$ cat src/rtl/hazard_ctrl_if.sv
// Hazard-control bundle between the DLX pipeline (master) and hazard_ctrl (slave).
// Carries hazard sources from ID/EX/MEM and the per-stage enables/flushes back.
interface hazard_ctrl_if #(
    parameter int unsigned CNT_W = 16
);
    logic [4:0]       IFID_rs;
    logic [4:0]       IFID_rt;
    logic             IFID_uses_rt;
    logic [4:0]       IDEX_rt;
    logic             IDEX_MemRead;
    logic             branch_taken;
    logic             md_start;
    logic             md_done;
    logic             mem_busy;

    logic             PC_write;
    logic             IFID_write;
    logic             IDEX_write;
    logic             EXMEM_write;
    logic             MEMWB_write;
    logic             IFID_flush;
    logic             IDEX_flush;
    logic             EXMEM_flush;
    logic             md_err;
    logic [CNT_W-1:0] stall_cycles;

    modport master (
        output IFID_rs, IFID_rt, IFID_uses_rt, IDEX_rt, IDEX_MemRead,
        output branch_taken, md_start, md_done, mem_busy,
        input  PC_write, IFID_write, IDEX_write, EXMEM_write, MEMWB_write,
        input  IFID_flush, IDEX_flush, EXMEM_flush, md_err, stall_cycles
    );

    modport slave (
        input  IFID_rs, IFID_rt, IFID_uses_rt, IDEX_rt, IDEX_MemRead,
        input  branch_taken, md_start, md_done, mem_busy,
        output PC_write, IFID_write, IDEX_write, EXMEM_write, MEMWB_write,
        output IFID_flush, IDEX_flush, EXMEM_flush, md_err, stall_cycles
    );
endinterface

$ cat src/rtl/hazard_ctrl.sv
// DLX 5-stage pipeline sequencer: load-use stall, branch squash, memory freeze, MUL/DIV wait.
// Define HAZARD_STATS_EN to build the saturating stall_cycles counter; otherwise it reads 0.
module hazard_ctrl #(
    parameter int unsigned MD_TIMEOUT = 64,
    parameter int unsigned CNT_W      = 16
) (
    input logic         clk,
    input logic         rst_n,
    hazard_ctrl_if.slave bus
);

    localparam int unsigned MdCntW = $clog2(MD_TIMEOUT + 1);
    localparam logic [MdCntW-1:0] MdLast = MdCntW'(MD_TIMEOUT - 1);

    typedef enum logic [1:0] {
        StRun     = 2'd0,
        StMdWait  = 2'd1,
        StMemWait = 2'd2
    } state_e;

    state_e              state_q, state_d;
    state_e              ret_q, ret_d;
    state_e              eff_state;
    logic [MdCntW-1:0]   md_cnt_q, md_cnt_d;
    logic                load_use;

    logic pc_write, ifid_write, idex_write, exmem_write, memwb_write;
    logic ifid_flush, idex_flush, exmem_flush, md_err;

    assign load_use = bus.IDEX_MemRead && (bus.IDEX_rt != 5'd0) &&
                      ((bus.IDEX_rt == bus.IFID_rs) ||
                       (bus.IFID_uses_rt && (bus.IDEX_rt == bus.IFID_rt)));

    // Once memory releases, MEM_WAIT behaves exactly like the state it interrupted.
    assign eff_state = (state_q == StMemWait) ? ret_q : state_q;

    always_comb begin
        pc_write    = 1'b1;
        ifid_write  = 1'b1;
        idex_write  = 1'b1;
        exmem_write = 1'b1;
        memwb_write = 1'b1;
        ifid_flush  = 1'b0;
        idex_flush  = 1'b0;
        exmem_flush = 1'b0;
        md_err      = 1'b0;
        state_d     = state_q;
        ret_d       = ret_q;
        md_cnt_d    = md_cnt_q;

        if (bus.mem_busy) begin
            pc_write    = 1'b0;
            ifid_write  = 1'b0;
            idex_write  = 1'b0;
            exmem_write = 1'b0;
            memwb_write = 1'b0;
            state_d     = StMemWait;
            if (state_q != StMemWait) begin
                ret_d = state_q;
            end
        end else begin
            state_d = eff_state;
            case (eff_state)
                StMdWait: begin
                    md_cnt_d = md_cnt_q + 1'b1;
                    if (bus.md_done) begin
                        state_d = StRun;
                    end else if (md_cnt_q == MdLast) begin
                        md_err  = 1'b1;
                        state_d = StRun;
                    end else begin
                        pc_write    = 1'b0;
                        ifid_write  = 1'b0;
                        idex_write  = 1'b0;
                        exmem_flush = 1'b1;
                    end
                end
                default: begin
                    // A taken branch squashes the dependent instruction, so no stall is needed.
                    if (bus.branch_taken) begin
                        ifid_flush = 1'b1;
                        idex_flush = 1'b1;
                    end else if (load_use) begin
                        pc_write   = 1'b0;
                        ifid_write = 1'b0;
                        idex_flush = 1'b1;
                    end
                    if (bus.md_start) begin
                        state_d  = StMdWait;
                        md_cnt_d = '0;
                    end
                end
            endcase
        end

        if (!rst_n) begin
            pc_write    = 1'b0;
            ifid_write  = 1'b0;
            idex_write  = 1'b0;
            exmem_write = 1'b0;
            memwb_write = 1'b0;
            ifid_flush  = 1'b1;
            idex_flush  = 1'b1;
            exmem_flush = 1'b1;
            md_err      = 1'b0;
        end
    end

    always_ff @(posedge clk or negedge rst_n) begin
        if (!rst_n) begin
            state_q  <= StRun;
            ret_q    <= StRun;
            md_cnt_q <= '0;
        end else begin
            state_q  <= state_d;
            ret_q    <= ret_d;
            md_cnt_q <= md_cnt_d;
        end
    end

    assign bus.PC_write    = pc_write;
    assign bus.IFID_write  = ifid_write;
    assign bus.IDEX_write  = idex_write;
    assign bus.EXMEM_write = exmem_write;
    assign bus.MEMWB_write = memwb_write;
    assign bus.IFID_flush  = ifid_flush;
    assign bus.IDEX_flush  = idex_flush;
    assign bus.EXMEM_flush = exmem_flush;
    assign bus.md_err      = md_err;

`ifdef HAZARD_STATS_EN
    logic [CNT_W-1:0] stall_q, stall_d;

    always_comb begin
        stall_d = stall_q;
        if (!pc_write && (stall_q != {CNT_W{1'b1}})) begin
            stall_d = stall_q + 1'b1;
        end
    end

    always_ff @(posedge clk or negedge rst_n) begin
        if (!rst_n) begin
            stall_q <= '0;
        end else begin
            stall_q <= stall_d;
        end
    end

    assign bus.stall_cycles = stall_q;
`else
    assign bus.stall_cycles = '0;
`endif

    a_md_err_single : assert property (@(posedge clk) disable iff (!rst_n)
        md_err |=> !md_err);
    a_ret_legal : assert property (@(posedge clk) disable iff (!rst_n)
        ret_q != StMemWait);

endmodule

$ cat src/flat_wrapper.sv
// flat-port wrapper written by rule: the top's interface ports become plain ports
module hazard_ctrl_flat 
#(
    parameter int unsigned MD_TIMEOUT = 64,
    parameter int unsigned CNT_W      = 16
)
  (clk, rst_n, bus_IFID_rs, bus_IFID_rt, bus_IFID_uses_rt, bus_IDEX_rt, bus_IDEX_MemRead, bus_branch_taken, bus_md_start, bus_md_done, bus_mem_busy, bus_PC_write, bus_IFID_write, bus_IDEX_write, bus_EXMEM_write, bus_MEMWB_write, bus_IFID_flush, bus_IDEX_flush, bus_EXMEM_flush, bus_md_err, bus_stall_cycles);
  hazard_ctrl_if #(.CNT_W(CNT_W)) bus_i ();
  input logic clk;
  input logic rst_n;
  input wire logic [$bits(bus_i.IFID_rs)-1:0] bus_IFID_rs;
  input wire logic [$bits(bus_i.IFID_rt)-1:0] bus_IFID_rt;
  input wire logic [$bits(bus_i.IFID_uses_rt)-1:0] bus_IFID_uses_rt;
  input wire logic [$bits(bus_i.IDEX_rt)-1:0] bus_IDEX_rt;
  input wire logic [$bits(bus_i.IDEX_MemRead)-1:0] bus_IDEX_MemRead;
  input wire logic [$bits(bus_i.branch_taken)-1:0] bus_branch_taken;
  input wire logic [$bits(bus_i.md_start)-1:0] bus_md_start;
  input wire logic [$bits(bus_i.md_done)-1:0] bus_md_done;
  input wire logic [$bits(bus_i.mem_busy)-1:0] bus_mem_busy;
  output wire logic [$bits(bus_i.PC_write)-1:0] bus_PC_write;
  output wire logic [$bits(bus_i.IFID_write)-1:0] bus_IFID_write;
  output wire logic [$bits(bus_i.IDEX_write)-1:0] bus_IDEX_write;
  output wire logic [$bits(bus_i.EXMEM_write)-1:0] bus_EXMEM_write;
  output wire logic [$bits(bus_i.MEMWB_write)-1:0] bus_MEMWB_write;
  output wire logic [$bits(bus_i.IFID_flush)-1:0] bus_IFID_flush;
  output wire logic [$bits(bus_i.IDEX_flush)-1:0] bus_IDEX_flush;
  output wire logic [$bits(bus_i.EXMEM_flush)-1:0] bus_EXMEM_flush;
  output wire logic [$bits(bus_i.md_err)-1:0] bus_md_err;
  output wire logic [$bits(bus_i.stall_cycles)-1:0] bus_stall_cycles;
  assign bus_i.IFID_rs = bus_IFID_rs;
  assign bus_i.IFID_rt = bus_IFID_rt;
  assign bus_i.IFID_uses_rt = bus_IFID_uses_rt;
  assign bus_i.IDEX_rt = bus_IDEX_rt;
  assign bus_i.IDEX_MemRead = bus_IDEX_MemRead;
  assign bus_i.branch_taken = bus_branch_taken;
  assign bus_i.md_start = bus_md_start;
  assign bus_i.md_done = bus_md_done;
  assign bus_i.mem_busy = bus_mem_busy;
  assign bus_PC_write = bus_i.PC_write;
  assign bus_IFID_write = bus_i.IFID_write;
  assign bus_IDEX_write = bus_i.IDEX_write;
  assign bus_EXMEM_write = bus_i.EXMEM_write;
  assign bus_MEMWB_write = bus_i.MEMWB_write;
  assign bus_IFID_flush = bus_i.IFID_flush;
  assign bus_IDEX_flush = bus_i.IDEX_flush;
  assign bus_EXMEM_flush = bus_i.EXMEM_flush;
  assign bus_md_err = bus_i.md_err;
  assign bus_stall_cycles = bus_i.stall_cycles;
  hazard_ctrl #(.MD_TIMEOUT(MD_TIMEOUT), .CNT_W(CNT_W)) u_core (.clk(clk), .rst_n(rst_n), .bus(bus_i));
endmodule
$ cat config.mk
export PLATFORM = sky130hd
export DESIGN_NAME = hazard_ctrl_flat
export DESIGN_NICKNAME = d
export VERILOG_FILES = /design/src/rtl/hazard_ctrl_if.sv /design/src/rtl/hazard_ctrl.sv /design/src/flat_wrapper.sv
export SDC_FILE = /design/constraint.sdc
export NUM_CORES = 1
export LEC_CHECK = 0
export ABC_AREA = 1
export BUFFER_PORTS_ARGS = -buffer_cell sky130_fd_sc_hd__buf_2
export CORE_MARGIN = 4
export CORE_UTILIZATION = 40
export CTS_BUF_LIST = sky130_fd_sc_hd__clkbuf_4 sky130_fd_sc_hd__clkbuf_8
export CTS_CLUSTER_SIZE = 24
export DETAILED_ROUTE_END_ITERATION = 10
export HOLD_SLACK_MARGIN = 0.06
export PLACE_DENSITY_LB_ADDON = 0.15
export SLEW_MARGIN = 20
export SYNTH_ARGS = -nofsm -noshare
export SYNTH_HDL_FRONTEND = slang
export SYNTH_SLANG_ARGS = --single-unit
export TNS_END_PERCENT = 20
$ cat constraint.sdc
create_clock -name clk -period 2.2 [get_ports clk]
set_clock_uncertainty 0.05 [all_clocks]
set_input_delay 0.33 -clock clk [delete_from_list [all_inputs] [get_ports clk]]
set_output_delay 0.33 -clock clk [all_outputs]
set_load 0.02 [all_outputs]
; ---- Word level (Yosys, flattened, before mapping)
; Cells that the tools add are included.
[totals]
word_cells = 57
inputBits = 23
regBits = 11
out_inout_bits = 25
[op_classes]
muxes = 38
eq_ne = 6
n_bitwise = 1
reduce_logical = 8
addsub = 1
[ops]
columns = cell, n
row1 = 1-bit two-way mux, 30
row2 = 7-bit two-way mux, 2
row3 = 2-bit two-way mux, 6
row4 = 5-bit == test, 2
row5 = "7-bit by 1-bit adder with 7-bit output, second input constant", 1
row6 = "7-bit by 6-bit == test with 1-bit output, second input constant", 1
row7 = 5-bit nonzero test, 1
row8 = 2-bit AND reduction, 2
row9 = 1-bit logical AND, 3
row10 = "2-bit by 1-bit == test with 1-bit output, second input constant", 1
row11 = "2-bit == test, second input constant", 1
row12 = "2-bit inequality test, second input constant", 1
row13 = 2-bit nonzero test, 1
row14 = 1-bit logical OR, 1
row15 = 1-bit inverter, 1

; ---- Logic depth before layout (Yosys ltp)
[depth]
word_depth = 9
ltp_mapped = 10
mapped_depth_nobuf = 9

; ---- Worst setup path before layout
; No wires, ideal clock.
[synth_timing]
kind = reg2out
from = register u_core.md_cnt_q[0]
to = output port bus_PC_write
slack_ns = 0.304
arrival_time_ns = 1.516
stages_incl_launch_ff = 11
path_buffers = 1
required_ns = 1.820
path_cell_list = dfrtp_1 -> ha_1 -> inv_1 -> nor2_4 -> nand4_2 -> nand2_2 -> nor2_2 -> nor2_4 -> nand2_1 -> inv_1 -> buf_4
[synth_between]
elab_chain_len = 6
[synth_lines]
columns = item, line
row1 = "start, declared", hazard_ctrl.sv:24  ; logic [MdCntW-1:0] md_cnt_q, md_cnt_d;
row2 = "start signal, assigned", hazard_ctrl.sv:117  ; md_cnt_q <= md_cnt_d;
row3 = 7-bit by 6-bit == test with 1-bit output, hazard_ctrl.sv:68  ; end else if (md_cnt_q == MdLast) begin
row4 = 1-bit two-way mux (5 in a row), -
row5 = "end, declared", flat_wrapper.sv:20  ; output wire logic [$bits(bus_i.PC_write)-1:0] bus_PC_write;
; Every way passes these cells.

; ---- Final worst setup path
[layout_timing]
from = register u_core.md_cnt_q[0]
to = output port bus_IFID_write
[layout_between]
elab_chain_len = 6
[layout_lines]
columns = item, line
row1 = 7-bit by 6-bit == test with 1-bit output, hazard_ctrl.sv:68
row2 = 1-bit two-way mux, hazard_ctrl.sv:68
row3 = 1-bit two-way mux, hazard_ctrl.sv:66  ; if (bus.md_done) begin
row4 = 1-bit two-way mux, hazard_ctrl.sv:63  ; case (eff_state)
row5 = 1-bit two-way mux, hazard_ctrl.sv:51  ; if (bus.mem_busy) begin
row6 = 1-bit two-way mux, hazard_ctrl.sv:96  ; if (!rst_n) begin
row7 = "end, declared", flat_wrapper.sv:21  ; output wire logic [$bits(bus_i.IFID_write)-1:0] bus_IFID_write;
; Every way passes these cells.

==> flow_summary.ini <==
[status]
status = completed

[sta]
report.final.slew_viol_count = 0
fin_crit_sh_pct = 92.3
hold_viol_final = 0
grt_setup_unrepaired = no
fin_crit_ps = 2030
setup-violations-final = 0
finalSetupTns_ps = 0
timing.fmax_mhz = 493

[yosys]
synth_area_leaders = dfrtp_1 (26%), nand2_1 (17%), buf_4 (13%)
synth_warnings = 0
synthCells = 161
synthesis.area_mm2 = 0.00104
synthDistinctLibCells = 26
synth_top_area_share_pct = 26.5
yosysTopAreaCell = dfrtp_1
synth_seq_cells = 11
yosysSeqAreaShare_pct = 26.5
syn_avg_cell_area_um2 = 6.46

[clocking]
cts_resized = 0
clockBufferDepth = 2
cts_tree = built
clk_latency_ps = 280
cts.clk_slew.worst_paths_ps = 70
htree_levels = 1
clkSinkCount = 11
cts_buffers = 3
clock-root-buffer = clkbuf_4

[worst_setup_path]
worstSetupPathType = reg2out
cp.required_ps = 1820
cp_data_arrival_time_ps = 1650
cp_max_fo = 4
crit_chain = ha_1 -> inv_1 -> nor2_4 -> nand4_2 -> nand2_2 -> nor2_2 -> nor2_4 -> nand2_1 -> inv_1 -> buf_2
end_kind = primary output
cp-start-kind = flop
crit_path_max_incr_delay_ps = 380
cp_slowest_cell = dfrtp_1

[routing]
antenna_left = 0
drc = 0
wl_per_cell_um = 9.80
viasPerCell = 4.36
routed-via-count = 989
drt-total-wl_mm = 2.22
drtIter0Drc = 55
drt_pass1_iterations = 4

[grt]
grt_use_total_pct = 13.8
grt_pass1_vias = 923
grt_pass1_wl_mm = 3.71
grt_remaining_overflow = 0
grt_start_max_net_pins = 14
antenna_found_initial = 0

[power]
p_seq_share_pct = 38.5
power.internal_w = 0.000403
power_frac_clock_pct = 23.5
p_sw_share_pct = 39.1
total_power_w = 0.000662
p_sw_w = 0.000259
leakage_nw = 0.742
p_comb_share_pct = 38.0
p_per_area_mw_per_mm2 = 544
vdd_drop_max_uv = 470

[layout]
fill_cells = 263
syn_to_final_growth_pct = 17.0
layout-drive-gt1-share_pct = 25.9
fin_area_mm2 = 0.00122
diodes = 0
final_common_cell = nand2_1
nets = 222
layout_common_cells = nand2_1 (47), buf_2 (31), inv_1 (30)

[placed_design]
gp_congestion = 0.778
numPortBuffers = 31
place_hpwl_mm = 1.91
dpl_cell_area_mm2 = 0.00117

[die]
die_area_mm2 = 0.00348
die_w_um = 59.0
placementRows = 18
ios = 48
core_area_mm2 = 0.00248
die_h_um = 59.0
initial_core_util_pct = 42.0

[flow_run]
cap_violations = 0

[hold_path]
hold_class = in2reg
[registers in the layout (all words and copies together), names as in the netlist]
| name | cells |
|---|---|
| u_core.md_cnt_q | 7 |
| u_core.ret_q | 2 |
| u_core.state_q | 2 |
[cells in the mapped netlist (all sizes together)]
cell    instances
ha              1
a21oi           1
xor2            3
o22ai           1
nand3          10
buf            18
a21o            1
nor4            1
xnor2           1
nor3            1
nor2           15
inv            31
nand3b          1
o21ai          11
dfrtp          11
nand2          50
conb            1
nand4           3
[area by class of cell]
cell class / instances / area (um^2) / area share, %
clock buffer: 4 / 30.0 / 2.47
inverter: 31 / 116 / 9.57
multi-input combinational: 116 / 569 / 46.8
sequential: 11 / 275 / 22.6
tap: 30 / 37.5 / 3.09
timing repair buffer: 35 / 188 / 15.4
[through the flow]
step / std cells / hold slack, ps / util [%] / worst slack (ps)
after floorplan: 176 / -15.6 / - / 304
after global placement: 221 / 244 / 47.2 / 480
after detailed placement: 221 / 243 / 47.2 / 435
after CTS: 226 / 254 / 48.8 / 135
after global routing: 227 / 274 / 49.1 / 26.8
final: 227 / 247 / 49.1 / 170
[logic make-up after synthesis]
logic type | synth area share, %
fa+ha+maj | 1.20
flops | 26.5
buf+inv | 24.2
compound gates | 8.30
xor+xnor | 3.37
other cells | 0.361
simple gates | 36.1
[worst paths after layout]
check / startpoint / endpoint / slack, ps / cells past startpoint
min in group asynchronous: rst_n / u_core.md_cnt_q[6] / 480 / 3
max reg2reg: u_core.state_q[0] / u_core.md_cnt_q[2] / 920 / 6
max in group asynchronous: rst_n / u_core.ret_q[0] / 1460 / 3
max: u_core.md_cnt_q[0] / bus_IFID_write / 170 / 10
min: bus_mem_busy / u_core.ret_q[0] / 250 / 3
min reg2reg: u_core.ret_q[0] / u_core.ret_q[0] / 460 / 2
[power by group through the flow]
stage,clock (W),sequential (W),combinational (W)
floorplan,0,0.000255,0.000195
global placement,0,0.000260,0.000236
detailed placement,0,0.000261,0.000238
CTS,0.000156,0.000257,0.000241
global route,0.000164,0.000260,0.000288
finish,0.000155,0.000255,0.000251
[routing by layer]
metal	global-route usage [%]	part of all wire (%)
met1	18.1	45
met2	22.1	45
met3	2.83	8.5
met4	5.83	1.7
met5	0	0
[worst max-delay path, delay by kind of cell, from the launching register on]
| kind | cells | cell delay (ps) |
|---|---|---|
| and+or+nand+nor | 6 | 530 |
| DFF | 1 | 380 |
| buffers and inverters | 3 | 290 |
| adders and majority gates | 1 | 190 |
[what timing repair did]
action | CTS | global route
setup endpoints to repair | 0 | 2
hold buffers | 1 | 0
buffers inserted | 0 | 1
endpoints found under the hold margin | 11 | 0
Power figures use the tool's default switching activity.
